## config.mk

```make
export PLATFORM = sky130hd
export DESIGN_NAME = pixel_classifier
export DESIGN_NICKNAME = d
export VERILOG_FILES = /design/src/rtl/pixel_pkg.sv /design/src/rtl/rgb565_classify.sv /design/src/rtl/pixel_classifier.sv
export SDC_FILE = /design/constraint.sdc
export NUM_CORES = 1
export LEC_CHECK = 0
export CAP_MARGIN = 20
export CORE_MARGIN = 1
export CORE_UTILIZATION = 50
export DETAILED_ROUTE_END_ITERATION = 10
export GPL_TIMING_DRIVEN = 0
export PLACE_DENSITY = 0.75
export SLEW_MARGIN = 5
export SYNTH_ARGS = -nofsm -noshare
export SYNTH_HDL_FRONTEND = slang
export SYNTH_SLANG_ARGS = --single-unit
```

## constraint.sdc

```tcl
create_clock -name clk -period 2.3 [get_ports clk]
set_clock_uncertainty 0.1 [all_clocks]
set_input_delay 0.23 -clock clk [delete_from_list [all_inputs] [get_ports clk]]
set_output_delay 0.23 -clock clk [all_outputs]
set_load 0.02 [all_outputs]
```

## src/rtl/pixel_pkg.sv

```systemverilog
// Shared definitions for the pixel classifier.
// Holds the geometry and pink-threshold defaults, the frame-tracking FSM
// encoding and the per-class flag byte values.
package pixel_pkg;

    localparam int unsigned MaxColsDefault  = 640;
    localparam int unsigned MaxRowsDefault  = 480;
    localparam int unsigned PinkRMinDefault = 24;
    localparam int unsigned PinkGMaxDefault = 20;
    localparam int unsigned PinkBMinDefault = 12;

    localparam logic [7:0] ClassOn  = 8'hFF;
    localparam logic [7:0] ClassOff = 8'h00;

    typedef enum logic [1:0] {
        StIdle,
        StVsync,
        StFrame
    } state_e;

endpackage

```

## src/rtl/rgb565_classify.sv

```systemverilog
// Combinational RGB565 pixel classifier.
// Ports:
//   r_i, g_i, b_i : 5/6/5-bit colour components of one pixel
//   valid_o       : {white flags, pink flags}, each byte ClassOn or ClassOff
//   pink_o        : single-bit pink match, used for frame counting
module rgb565_classify
    import pixel_pkg::*;
#(
    parameter int unsigned PINK_R_MIN = PinkRMinDefault,
    parameter int unsigned PINK_G_MAX = PinkGMaxDefault,
    parameter int unsigned PINK_B_MIN = PinkBMinDefault
) (
    input  logic [4:0]  r_i,
    input  logic [5:0]  g_i,
    input  logic [4:0]  b_i,
    output logic [15:0] valid_o,
    output logic        pink_o
);

    localparam logic [4:0] RMin = 5'(PINK_R_MIN);
    localparam logic [5:0] GMax = 6'(PINK_G_MAX);
    localparam logic [4:0] BMin = 5'(PINK_B_MIN);

    logic white;

    assign pink_o  = (r_i >= RMin) && (g_i <= GMax) && (b_i >= BMin);
    assign white   = (r_i == 5'h1F) && (g_i == 6'h3F) && (b_i == 5'h1F);
    assign valid_o = {white ? ClassOn : ClassOff, pink_o ? ClassOn : ClassOff};

endmodule

```

## src/rtl/pixel_classifier.sv

```systemverilog
// Camera-stream pixel classifier.
// Registers the camera bus, tracks frames with an IDLE/VSYNC/FRAME FSM,
// assembles RGB565 pixels from byte pairs, classifies them and counts pink
// pixels per frame.
// Ports:
//   clk, reset            : clock, synchronous active-high reset
//   cam_data/href/vsync   : camera byte bus (high byte first), line and frame syncs
//   x_row, y_col, valid   : row, column and class flags of the strobed pixel
//   pix_strobe            : one-cycle pixel qualifier, 2 clk after the second byte
//   frame_done            : one-cycle end-of-frame pulse
//   match_count           : pink total of the last completed frame
//   err_flags             : sticky {overflow, odd_byte, early_vsync}
module pixel_classifier
    import pixel_pkg::*;
#(
    parameter int unsigned MAX_COLS   = MaxColsDefault,
    parameter int unsigned MAX_ROWS   = MaxRowsDefault,
    parameter int unsigned PINK_R_MIN = PinkRMinDefault,
    parameter int unsigned PINK_G_MAX = PinkGMaxDefault,
    parameter int unsigned PINK_B_MIN = PinkBMinDefault
) (
    input  logic        clk,
    input  logic        reset,
    input  logic [7:0]  cam_data,
    input  logic        cam_href,
    input  logic        cam_vsync,
    output logic [15:0] x_row,
    output logic [15:0] y_col,
    output logic [15:0] valid,
    output logic        pix_strobe,
    output logic        frame_done,
    output logic [31:0] match_count,
    output logic [2:0]  err_flags
);

    localparam logic [15:0] MaxCols = 16'(MAX_COLS);
    localparam logic [15:0] MaxRows = 16'(MAX_ROWS);

    // Registered camera inputs
    logic [7:0] data_q;
    logic       href_q, vsync_q, href_prev_q;

    state_e state_q, state_d;

    logic        phase_q, line_pix_q;
    logic [7:0]  byte0_q;
    logic [15:0] col_q, row_q;

    // Assembled-pixel stage
    logic        p_valid_q;
    logic [4:0]  p_r_q, p_b_q;
    logic [5:0]  p_g_q;
    logic [15:0] p_col_q, p_row_q;

    // Output stage
    logic [15:0] x_row_q, y_col_q, valid_q;
    logic        strobe_q, frame_done_q;
    logic [31:0] match_count_q, acc_q, acc_sum;
    logic [2:0]  err_q;

    logic [15:0] cls_valid;
    logic        cls_pink;

    logic in_frame, enter_frame, frame_end, accept, pix_done, href_fall, in_range;

    // In FRAME vsync_q has been low since entry, so any high sample is a rising edge.
    assign in_frame    = (state_q == StFrame);
    assign enter_frame = (state_q == StVsync) && !vsync_q;
    assign frame_end   = in_frame && vsync_q;
    assign accept      = in_frame && href_q && !vsync_q;
    assign pix_done    = accept && phase_q;
    assign href_fall   = in_frame && !vsync_q && href_prev_q && !href_q;
    assign in_range    = (col_q < MaxCols) && (row_q < MaxRows);

    always_comb begin
        state_d = state_q;
        unique case (state_q)
            StIdle:  if (vsync_q)  state_d = StVsync;
            StVsync: if (!vsync_q) state_d = StFrame;
            StFrame: if (vsync_q)  state_d = StVsync;
            default: state_d = StIdle;
        endcase
    end

    always_ff @(posedge clk) begin
        if (reset) state_q <= StIdle;
        else       state_q <= state_d;
    end

    rgb565_classify #(
        .PINK_R_MIN (PINK_R_MIN),
        .PINK_G_MAX (PINK_G_MAX),
        .PINK_B_MIN (PINK_B_MIN)
    ) u_classify (
        .r_i     (p_r_q),
        .g_i     (p_g_q),
        .b_i     (p_b_q),
        .valid_o (cls_valid),
        .pink_o  (cls_pink)
    );

    // A pixel leaving the assembly stage in the frame_end cycle still counts
    // toward the ending frame.
    always_comb begin
        acc_sum = acc_q;
        if (p_valid_q && cls_pink && (acc_q != 32'hFFFF_FFFF)) acc_sum = acc_q + 32'd1;
    end

    always_ff @(posedge clk) begin
        if (reset) begin
            data_q        <= '0;
            href_q        <= 1'b0;
            vsync_q       <= 1'b0;
            href_prev_q   <= 1'b0;
            phase_q       <= 1'b0;
            line_pix_q    <= 1'b0;
            byte0_q       <= '0;
            col_q         <= '0;
            row_q         <= '0;
            p_valid_q     <= 1'b0;
            p_r_q         <= '0;
            p_g_q         <= '0;
            p_b_q         <= '0;
            p_col_q       <= '0;
            p_row_q       <= '0;
            x_row_q       <= '0;
            y_col_q       <= '0;
            valid_q       <= '0;
            strobe_q      <= 1'b0;
            frame_done_q  <= 1'b0;
            match_count_q <= '0;
            acc_q         <= '0;
            err_q         <= '0;
        end else begin
            data_q      <= cam_data;
            href_q      <= cam_href;
            vsync_q     <= cam_vsync;
            href_prev_q <= href_q;

            // Phase clears whenever a byte is not accepted, dropping any partial pixel.
            phase_q <= accept ? ~phase_q : 1'b0;
            if (accept && !phase_q) byte0_q <= data_q;

            if (enter_frame || frame_end) begin
                col_q      <= '0;
                row_q      <= '0;
                line_pix_q <= 1'b0;
            end else if (href_fall) begin
                col_q      <= '0;
                line_pix_q <= 1'b0;
                if (line_pix_q && (row_q != 16'hFFFF)) row_q <= row_q + 16'd1;
            end else if (pix_done) begin
                line_pix_q <= 1'b1;
                if (col_q != 16'hFFFF) col_q <= col_q + 16'd1;
            end

            p_valid_q <= pix_done && in_range;
            if (pix_done) begin
                p_r_q   <= byte0_q[7:3];
                p_g_q   <= {byte0_q[2:0], data_q[7:5]};
                p_b_q   <= data_q[4:0];
                p_col_q <= col_q;
                p_row_q <= row_q;
            end

            if (pix_done && !in_range)  err_q[2] <= 1'b1;
            if (href_fall && phase_q)   err_q[1] <= 1'b1;
            if (frame_end && href_q)    err_q[0] <= 1'b1;

            strobe_q <= p_valid_q;
            if (p_valid_q) begin
                x_row_q <= p_row_q;
                y_col_q <= p_col_q;
                valid_q <= cls_valid;
            end

            frame_done_q <= frame_end;
            if (frame_end) begin
                match_count_q <= acc_sum;
                acc_q         <= '0;
            end else begin
                acc_q <= acc_sum;
            end
        end
    end

    assign x_row       = x_row_q;
    assign y_col       = y_col_q;
    assign valid       = valid_q;
    assign pix_strobe  = strobe_q;
    assign frame_done  = frame_done_q;
    assign match_count = match_count_q;
    assign err_flags   = err_q;

endmodule

```

Yosys cells after proc, flatten, opt, wreduce, memory -nomap -nowiden. Index checks and enable logic that the tools add are counted.

Flip-flop bits (word level): 221. Output and inout bits: 85.

$add $sub $neg: 3. Magnitude comparators: 5. Eq/ne operators: 10. Muxes and demuxes: 6. Bitwise logic cells: 2. Reductions and logical operators: 35.

Operators by type and width (number): $add 16x1->16 const B (2); $add 32x1->32 const B (1); $mux 32 (1); $ne 16x16->1 const B (2); $ne 32x32->1 const B (1); $logic_and 1x1->1 (21); $lt 16x10->1 const B (1); $lt 16x9->1 const B (1); $mux 8 (2); $eq 5x5->1 const B (2); $reduce_or 2->1 (4); $eq 6x6->1 const B (1); $le 6x5->1 const B (1); $reduce_and 2->1 (3); $ge 5x4->1 const B (1); $ge 5x5->1 const B (1); $logic_not 1->1 (4); $mux 2 (2); $pmux 2 s2 (1); $reduce_or 3->1 (1); $eq 2x1->1 const B (1); $eq 2x2->1 const B (1); $logic_not 2->1 (1); $ne 2x1->1 const B (1); other kinds (3) (4).

Depth between registers and ports, before layout. Gate-level depths: netlist of run 1.

Word-level depth: 6. Mapped depth: 8. Depth with buffers taken out: 6.

Hierarchy. A second synthesis of run 1 with hierarchy kept.

Cells, all modules: 999. Area total of the unflattened synthesis: 8792.2 um^2.

Modules (own cells, without submodules): pixel_classifier (times used 1, cells each 973, area an instance 8598.2 um^2); rgb565_classify (times used 1, cells each 26, area an instance 193.9 um^2).

Least setup slack after synthesis of run 1. OpenSTA, ideal clock, no wires.

Kind: register to register. From: register acc_q[0]. To: register match_count_q[24], in the netlist match_count[24]. Data arrival time: 2.108 ns. Setup slack: -0.040 ns. Stages on the path, launching flop included: 8. Cell sequence: dfxtp_1 ha_1 nand4_1 or4_1 buf_2 or4_1 o211ai_1 a21oi_1.

Longest elaborated chain between the ends: 3. Elaborated cells on any way between the ends: 4. Those cells by class: 1 x add/sub; 1 x eq/ne; 1 x mux; 1 x reduce/logical.

Ends and longest elaborated chain: start: declaration (RTL line pixel_classifier.sv:58) `logic [31:0] match_count_q, acc_q, acc_sum;`; start signal: assignment (RTL line pixel_classifier.sv:182) `acc_q <= acc_sum;`; branches (longest 2 deep; another with $add 32x1->32); $mux 32 (*) (RTL line pixel_classifier.sv:106) `if (p_valid_q && cls_pink && (acc_q != 32'hFFFF_FFFF)) acc_sum = acc_q + 32'd1;`; end signal: assignment (RTL line pixel_classifier.sv:179) `match_count_q <= acc_sum;`; end: declaration (RTL line pixel_classifier.sv:58).

Every way passes the cells marked *. A chain may end at the register's enable or synchronous reset.

Worst setup path after layout of run 1.
From: register acc_q[0]. To: register acc_q[20].

Longest elaborated chain between the ends: 3. Elaborated cells on any way between the ends: 4. Those cells by class: 1 x add/sub; 1 x eq/ne; 1 x mux; 1 x reduce/logical.

Ends and longest elaborated chain (RTL line): branches (longest 2 deep; another with $add 32x1->32); $mux 32 (*) (pixel_classifier.sv:106).

Marks and branches as above.

==> results of run 1 <==
## worst reg2reg max path, delay by kind of cell (launching register included)
family | cells | cell delay, ns
and+or+nand+nor | 4 | 1.25
DFF | 1 | 0.36
buffers and inverters | 1 | 0.19
AOI/OAI and AO/OA | 1 | 0.18
adders and majority gates | 1 | 0.13
## cells in the mapped netlist (12+ instances only)
cell / number / area (µm²)
a31oi_1: 23 / 143.9
a21oi_1: 85 / 425.4
nor2b_1: 16 / 100.1
dfxtp_1: 207 / 4144
mux2i_1: 44 / 440.4
o21ai_0: 45 / 225.2
nand2_1: 134 / 503.0
and3_1: 13 / 81.33
nand3_1: 22 / 110.1
buf_4: 18 / 135.1
o31ai_1: 14 / 105.1
nor2_1: 90 / 337.8
xnor2_1: 28 / 245.2
nor3_1: 12 / 60.06
or3_1: 20 / 125.1
or4_1: 15 / 112.6
clkbuf_1: 44 / 165.2
nand4_1: 22 / 137.6
## registers in the layout, indices dropped and copies added (netlist names), 2 cells and up
signal,cells
p_b_q,5
valid,2
byte0_q,8
data_q,8
acc_q,32
state_q,2
p_col_q,16
match_count,32
p_g_q,6
row_q,16
x_row,16
y_col,16
p_r_q,5
err_flags,3
p_row_q,16
col_q,16
## power breakdown
part / total [W] / internal, W / switching, W
Clock: 0.00387 / 0.00240 / 0.00147
Combinational: 0.000169 / 0.0000551 / 0.000114
Sequential: 0.00361 / 0.00360 / 0.0000124
## metal layers
metal / part of all wire / wire length [µm]
met5: 0 / 0
met4: 0.013 / 293
met3: 0.069 / 1498
met2: 0.46 / 10000
met1: 0.46 / 10050
## through the flow
stage | setup TNS (ns) | instance area (µm²) | worst slack [ns] | total power (W)
5_1_grt | -0.09755 | 10730 | -0.04970 | 0.007864
2_1_floorplan | 0 | 8384 | 0.01532 | 0.003783
3_5_place_dp | -11.83 | 9625 | -0.3159 | 0.003864
6_report | 0 | 10730 | 0.009707 | 0.007649
4_1_cts | -0.001039 | 10630 | -0.0009626 | 0.007687
3_3_place_gp | -9.807 | 9615 | -0.2525 | 0.003863
## area by class of cell
| type | count | area (µm²) | area share |
|---|---|---|---|
| inverters | 9 | 33.78 | 0.003148 |
| multi-input cells | 664 | 3980 | 0.3708 |
| plain buffers | 69 | 366.6 | 0.03416 |
| well taps | 216 | 270.3 | 0.02518 |
| clock inverters | 11 | 157.7 | 0.01469 |
| flip-flops and latches | 207 | 4167 | 0.3882 |
| repair buffers | 112 | 1120 | 0.1043 |
| clock buffers | 29 | 638.1 | 0.05945 |
## cell families after synthesis
group	synth area share
buffers and inverters	0.04543
AO/OA/AOI/OAI	0.1381
XOR/XNOR	0.03452
AND/OR/NAND/NOR	0.2300
flip-flops	0.4949
multiplexers	0.05260
adder cells (fa/ha/maj)	0.004483
## repair_timing
action,CTS,global route
endpoints found under the hold margin,0,0
gates resized for setup,27,36
pin swaps,10,14
setup endpoints to repair,86,71
buffers inserted,11,4
gates cloned,2,0
## final timing paths
check,startpoint,to,slack (ns),cells past startpoint
min reg2reg,byte0_q[7],p_r_q[4],0.35,2
min,cam_data[5],data_q[5],0.19,2
max reg2reg,acc_q[0],acc_q[20],0.01,7
max,acc_q[0],acc_q[20],0.01,7
==> flow_metrics.py, run 1 <==
metrics = {
    "final_layout": {
        "drive_gt1_frac": 0.1090,
        "final_cells": 1317,
        "n_antenna_cell": 0,
        "area_growth_pct": 28.18,
        "final_common_cell": "dfxtp_1",
        "final_nets": 1100,
        "final_util": 0.6660,
        "nFillCells": 1346,
        "mostFrequentLayoutCells": "dfxtp_1, nand2_1, clkdlybuf4s50_1, nor2_1, a21oi_1",
    },
    "yosys": {
        "synth_edf_count": 0,
        "synth_top_flop_cell": "dfxtp_1",
        "ys_ff_latch": 207,
        "ys_seq_area_frac": 0.4949,
        "syn_nets": 968,
        "syn_inst": 953,
        "netlist_area_um2": 8373,
        "yosysUniqueCellTypes": 51,
        "synth-async-reset-ratio": 0,
        "avgSynthCellArea_um2": 8.786,
        "ys_warn_count": 0,
    },
    "setup_path": {
        "required_ns": 2.63,
        "critPathArrivalTime_ns": 2.62,
        "worst_path_largest_cell_delay_ns": 0.54,
        "critPathLaunchType": "register",
        "crit_slowest_cell": "or4_1",
        "crit_path_end_kind": "register",
        "criticalPathCategory": "register to register",
        "path_buf_inv": 1,
        "cp_max_fo": 10,
        "cp_top_family": "simple AND/OR/NAND/NOR gates",
        "path_cells": "ha_4, nand4_1, buf_4, nor4_4, nand3_4, or4_1, a21oi_1",
    },
    "timing": {
        "timing.fmax_mhz": 436.6,
        "final_hold_viol_count": 0,
        "max-slew-margin-rel": 0.4564,
        "min_period_ns": 2.290,
        "slew_viol_final": 0,
        "hold_slack_ns": 0.1914,
        "setup_viol": 0,
        "worst_pin_slew_ns": 0.8154,
        "period_share": 0.9958,
    },
    "power_and_ir_drop": {
        "peakVddDrop_uv": 512.2,
        "cellLeakagePower_nw": 3.618,
        "power_density_nw_per_um2": 712.7,
    },
    "die": {
        "dieArea_um2": 17270,
        "initial_core_util": 0.5196,
        "core_um2": 16120,
        "boundaryPins": 97,
        "die_y_um": 131.4,
        "die_w_um": 131.4,
        "row_count": 46,
    },
    "global_routing": {
        "grt_pass1_wl_mm": 35.17,
        "grt_busiest_layer": "met2",
        "antenna_found_initial": 0,
        "grt_max_degree": 20,
        "grt_usage": 0.2461,
        "globalRouteMet3Util": 0.04012,
        "met1_usage": 0.3413,
        "first_global_vias": 6912,
        "grt_use_met2": 0.3959,
        "gr-total-overflow": 0,
    },
    "clocking": {
        "numCtsBuffers": 22,
        "ctsHoldBuffers": 0,
        "cts_sinks": 207,
        "cts_buffer_depth": 3,
        "htreeDepth": 1,
        "clk_pin_slew_ns": 0.06,
        "cts_tree": "built",
        "clk_latency_ns": 0.51,
        "cts_root_buf": "clkbuf_16",
    },
    "drt": {
        "wl_per_cell_um": 16.58,
        "antenna_left": 0,
        "drt-initial-drc-count": 555,
        "wl_mm": 21.84,
        "vias": 7434,
        "first_pass_iters": 5,
        "drc_errors": 0,
        "via_per_inst": 5.645,
    },
    "placement": {
        "dp.cells": 1266,
        "place_hpwl_mm": 14.84,
        "gp_congestion": 0.8981,
        "port_buffers": 96,
    },
    "outcome": {
        "status": "complete, no violations",
    },
    "run": {
        "max_cap_violations": 0,
    },
    "worst_hold_path": {
        "holdCritPathClass": "primary input to register",
    },
}
Power figures use the tool's default switching activity.
==> run 2, diff against run 1 <==
--- a/config.mk
+++ b/config.mk
@@ -12,4 +12,5 @@
 export GPL_TIMING_DRIVEN = 0
 export PLACE_DENSITY = 0.75
+export REMOVE_ABC_BUFFERS = 1
 export SLEW_MARGIN = 5
 export SYNTH_ARGS = -nofsm -noshare
==> constraint.sdc (replaced) <==
create_clock -name clk -period 2.3 [get_ports clk]
set_clock_uncertainty 0.1 [all_clocks]
set_input_delay 0.69 -clock clk [delete_from_list [all_inputs] [get_ports clk]]
set_output_delay 0.69 -clock clk [all_outputs]
set_load 0.02 [all_outputs]
==> run 2 against run 1 <==
Against the previous run: final cell count decreased by 3.9%; first-iteration DRC count decreased by 18%; worst setup slack improved by 0.0076 ns; clock-buffer cell count increased by 4; register-to-register slack about the same; sequential power about the same; clock power decreased by 5.4%; die area unchanged; non-clock buffer count decreased by 53; power decreased by 2.8%; routed wire length decreased by 9.2%; critical path depth unchanged; largest power group unchanged.
==> flow_metrics.py, run 2 (synthesis results as in run 1) <==
metrics = {
    "setup_path": {
        "criticalPathCategory": "register to register",
        "critPathArrivalTime_ns": 2.61,
        "required_ns": 2.63,
        "crit_path_end_kind": "register",
        "cp_max_fo": 5,
        "critPathLaunchType": "register",
    },
    "global_routing": {
        "grt_max_degree": 93,
        "grt_usage": 0.2239,
        "antenna_found_initial": 0,
        "first_global_vias": 6735,
        "gr-total-overflow": 0,
        "grt_pass1_wl_mm": 32.75,
    },
    "timing": {
        "final_hold_viol_count": 0,
        "min_period_ns": 2.283,
        "worst_pin_slew_ns": 0.7003,
        "hold_slack_ns": 0.3537,
        "setup_viol": 0,
        "max-slew-margin-rel": 0.5311,
        "period_share": 0.9925,
        "timing.fmax_mhz": 438.1,
        "slew_viol_final": 0,
    },
    "drt": {
        "vias": 7106,
        "antenna_left": 0,
        "first_pass_iters": 5,
        "wl_met3_um": 995,
        "via_per_inst": 5.613,
        "drc_errors": 0,
        "wl_per_cell_um": 15.66,
        "drt-initial-drc-count": 454,
        "wl_met1_mm": 9.089,
        "top_layer": "met4",
        "wl_mm": 19.82,
        "wl_met2_mm": 9.196,
    },
    "die": {
        "die_w_um": 131.4,
        "core_um2": 16120,
        "boundaryPins": 97,
        "die_y_um": 131.4,
        "initial_core_util": 0.5196,
        "row_count": 46,
        "dieArea_um2": 17270,
    },
    "clocking": {
        "cts_tree": "built",
        "htreeDepth": 1,
        "cts_buffer_depth": 3,
        "cts_sinks": 207,
        "clk_pin_slew_ns": 0.06,
        "cts_root_buf": "clkbuf_16",
        "numCtsBuffers": 22,
        "clk_latency_ns": 0.50,
        "ctsHoldBuffers": 0,
    },
    "final_layout": {
        "fin_area_um2": 10550,
        "nFillCells": 1307,
        "final_nets": 1049,
        "drive_gt1_frac": 0.1048,
        "n_antenna_cell": 0,
        "area_growth_pct": 25.96,
        "final_common_cell": "dfxtp_1",
        "mostFrequentLayoutCells": "dfxtp_1, nand2_1, nor2_1, a21oi_1, clkdlybuf4s50_1",
    },
    "power_and_ir_drop": {
        "power_density_nw_per_um2": 705.3,
        "combPwrFrac": 0.021,
        "power_switching_w": 0.001507,
        "swShare": 0.2027,
        "cellLeakagePower_nw": 3.666,
        "seq_power_share": 0.486,
        "power.internal_w": 0.005931,
        "p_clk_frac": 0.492,
        "peakVddDrop_uv": 537.4,
    },
    "placement": {
        "place_hpwl_mm": 11.91,
        "dpl-instance-area_um2": 9408,
        "gp_congestion": 0.8550,
        "port_buffers": 96,
    },
    "worst_hold_path": {
        "holdCritPathClass": "register to register",
    },
    "outcome": {
        "status": "complete, no violations",
    },
    "run": {
        "max_cap_violations": 0,
    },
}
[run 2: power by group through the flow]
stage | Sequential [W] | Clock (W) | Combinational (W)
2_1_floorplan | 0.00370 | 0 | 0.0000473
3_3_place_gp | 0.00370 | 0 | 0.000142
3_5_place_dp | 0.00370 | 0 | 0.000155
4_1_cts | 0.00362 | 0.00372 | 0.000159
5_1_grt | 0.00362 | 0.00389 | 0.000171
6_report | 0.00362 | 0.00366 | 0.000159
[run 2: layout make-up]
cell class	instances	area [µm²]	area share
well taps	216	270.3	0.02563
multi-input cells	666	4024	0.3815
inverters	9	37.54	0.003559
flip-flops and latches	207	4159	0.3944
clock buffers	33	683.2	0.06478
repair buffers	128	1287	0.1221
clock inverters	7	85.08	0.008067
[run 2: stage by stage]
stage	instances	worst slack, ns	total power, W	TNS [ns]	util
floorplan	880	-0.8953	0.003751	-62.21	-
global placement	1192	-5.396	0.003839	-650.10	0.5745
detailed placement	1199	-0.7935	0.003853	-41.86	0.5838
CTS	1252	0.002241	0.007499	0	0.6428
global route	1266	-0.002687	0.007674	-0.002687	0.6544
finish	1266	0.01728	0.007438	0	0.6544
[run 2: path summary, 6_finish.rpt]
kind	from	to	slack (ns)	cells past startpoint
setup / recovery	acc_q[0]	match_count[24]	0.02	7
hold / removal	data_q[7]	p_g_q[2]	0.35	2
setup reg to reg	acc_q[0]	match_count[24]	0.02	7
hold reg to reg	data_q[7]	p_g_q[2]	0.35	2
[run 2: worst max-delay path, cell delays in order (launching register included)]
cell      delay [ns]
dfxtp_4         0.38
ha_4            0.15
nand4_1         0.16
or4_4           0.50
buf_6           0.16
o41ai_1         0.44
o211ai_1        0.18
a21oi_1         0.15
[run 2: layer usage]
metal,track usage,vias to the layer above
met2,0.3674,205
li1,-,3533
met3,0.03241,43
met1,0.2983,3325
met4,0.08140,0
met5,0,-
[run 2: what timing repair did]
action / in CTS / in global routing
setup buffers: 11 / 14
gates cloned: 2 / 0
pin swaps: 8 / 10
endpoints found under the setup margin: 99 / 69
resized for setup: 40 / 23
==> run 3, diff against run 2 <==
==> constraint.sdc (replaced) <==
create_clock -name clk -period 2.3 [get_ports clk]
set_clock_uncertainty 0.1 [all_clocks]
set_input_delay 0.69 -clock clk [delete_from_list [all_inputs] [get_ports clk]]
set_output_delay 0.69 -clock clk [all_outputs]
set_load 0.01 [all_outputs]
==> run 3 against run 2 <==
Against the previous run: sequential share of layout area hardly changed; the flow now finishes with violations (negative setup slack); final cell count decreased by 0.32%; largest power group unchanged; combinational power decreased by 4%; worst setup slack lost 0.049 ns; die area unchanged; via count up 0.61%; sequential cell count is the same; fmax fell by 2.1%; hold slack improved by 0.0014 ns; sequential power is essentially flat; register-to-register slack got worse by 0.05 ns; largest cell class unchanged.
==> flow_metrics.py, run 3 (synthesis results as in run 1) <==
metrics = {
    "power_and_ir_drop": {
        "cellLeakagePower_nw": 3.605,
        "power_density_nw_per_um2": 703.5,
        "peakVddDrop_uv": 540.7,
    },
    "clocking": {
        "cts_sinks": 207,
        "ctsHoldBuffers": 0,
        "cts_root_buf": "clkbuf_16",
        "clk_pin_slew_ns": 0.06,
        "cts_tree": "built",
        "cts_buffer_depth": 3,
        "htreeDepth": 1,
        "numCtsBuffers": 22,
        "clk_latency_ns": 0.50,
    },
    "final_layout": {
        "mostFrequentLayoutCells": "dfxtp_1, nand2_1, clkdlybuf4s50_1, nor2_1, a21oi_1",
        "regArea_um2": 4161,
        "drive_gt1_frac": 0.1042,
        "area_growth_pct": 26.17,
        "final_util": 0.6555,
        "final_cells": 1262,
        "nFillCells": 1295,
        "n_antenna_cell": 0,
        "multi_input_area_um2": 4019,
        "final_nets": 1045,
        "final_common_cell": "dfxtp_1",
        "fin_area_um2": 10560,
    },
    "drt": {
        "drt-initial-drc-count": 527,
        "wl_per_cell_um": 15.66,
        "first_pass_iters": 7,
        "via_per_inst": 5.665,
        "wl_mm": 19.77,
        "vias": 7149,
        "antenna_left": 0,
        "drc_errors": 0,
    },
    "timing": {
        "final_hold_viol_count": 0,
        "worst_pin_slew_ns": 0.7757,
        "min_period_ns": 2.332,
        "setup_viol": 1,
        "setup_tns_ns": -0.03163,
        "max-slew-margin-rel": 0.4806,
        "period_share": 1.014,
        "setup_slack_ns": -0.03163,
        "slew_viol_final": 0,
        "rsz0062_at_grt": "true",
        "timing.fmax_mhz": 428.9,
    },
    "setup_path": {
        "critPathArrivalTime_ns": 2.65,
        "required_ns": 2.62,
        "reg2regPathDepth": 7,
        "crit_path_end_kind": "register",
        "criticalPathCategory": "register to register",
        "cp_max_fo": 18,
        "critPathLaunchType": "register",
    },
    "global_routing": {
        "grt_pass1_wl_mm": 32.86,
        "first_global_vias": 6737,
        "gr-total-overflow": 0,
        "antenna_found_initial": 0,
        "grt_usage": 0.2244,
        "grt_max_degree": 93,
    },
    "die": {
        "initial_core_util": 0.5196,
        "row_count": 46,
        "boundaryPins": 97,
        "die_w_um": 131.4,
        "core_um2": 16120,
        "die_y_um": 131.4,
        "dieArea_um2": 17270,
    },
    "outcome": {
        "violations": "negative setup slack",
        "status": "complete, but fails checks",
    },
    "placement": {
        "dp.cells": 1199,
        "pre_cts_ws_ns": -0.7935,
        "dpl-instance-area_um2": 9408,
        "gp_congestion": 0.8550,
        "port_buffers": 96,
        "place_hpwl_mm": 11.91,
    },
    "worst_hold_path": {
        "holdCritPathClass": "register to register",
        "hold_depth": 2,
    },
    "run": {
        "max_cap_violations": 0,
    },
}
[run 3: worst paths after layout]
| check | from | to | slack [ns] |
|---|---|---|---|
| setup / recovery | p_g_q[3] | acc_q[31] | -0.03 |
| hold / removal | data_q[7] | p_g_q[2] | 0.36 |
| setup reg to reg | p_g_q[3] | acc_q[31] | -0.03 |
| hold reg to reg | data_q[7] | p_g_q[2] | 0.36 |
[run 3: power breakdown]
| part | internal (W) | switching (W) | total [W] |
|---|---|---|---|
| clock network | 0.00227 | 0.00139 | 0.00366 |
| logic | 0.0000586 | 0.0000935 | 0.000152 |
| registers | 0.00360 | 0.0000159 | 0.00362 |
[run 3: cell type report]
cell class | count | area share
clock buffers | 33 | 0.06467
repair buffers | 124 | 0.1238
inverters | 9 | 0.003553
clock inverters | 7 | 0.008054
well taps | 216 | 0.02558
flip-flops and latches | 207 | 0.3939
multi-input cells | 666 | 0.3804
[run 3: routing by layer]
metal	share of wire	vias to the layer above	GRT usage
met1	0.45	3338	0.2993
li1	-	3523	-
met2	0.47	239	0.3668
met3	0.052	49	0.03241
met5	0	-	0
met4	0.030	0	0.08398
[run 3: critical path, stage by stage (launching register included)]
cell and delay [ns]:
dfxtp_1 0.35, o21ai_0 0.31, o211a_4 0.39, o211ai_1 0.15, buf_4 0.19, buf_4 0.15
or4_1 0.43, a21oi_1 0.18
[run 3: metrics by stage]
stage | total power (W) | hold slack (ns)
2_1_floorplan | 0.003745 | 0.3251
3_3_place_gp | 0.003834 | 0.3381
3_5_place_dp | 0.003847 | 0.3459
4_1_cts | 0.007493 | 0.3563
5_1_grt | 0.007668 | 0.3644
6_report | 0.007432 | 0.3551
[run 3: what timing repair did]
| item | CTS | global route |
|---|---|---|
| setup buffers | 11 | 11 |
| gates resized for setup | 23 | 26 |
| setup endpoints to repair | 96 | 69 |
| pin swaps | 8 | 14 |
| gates cloned | 2 | 0 |
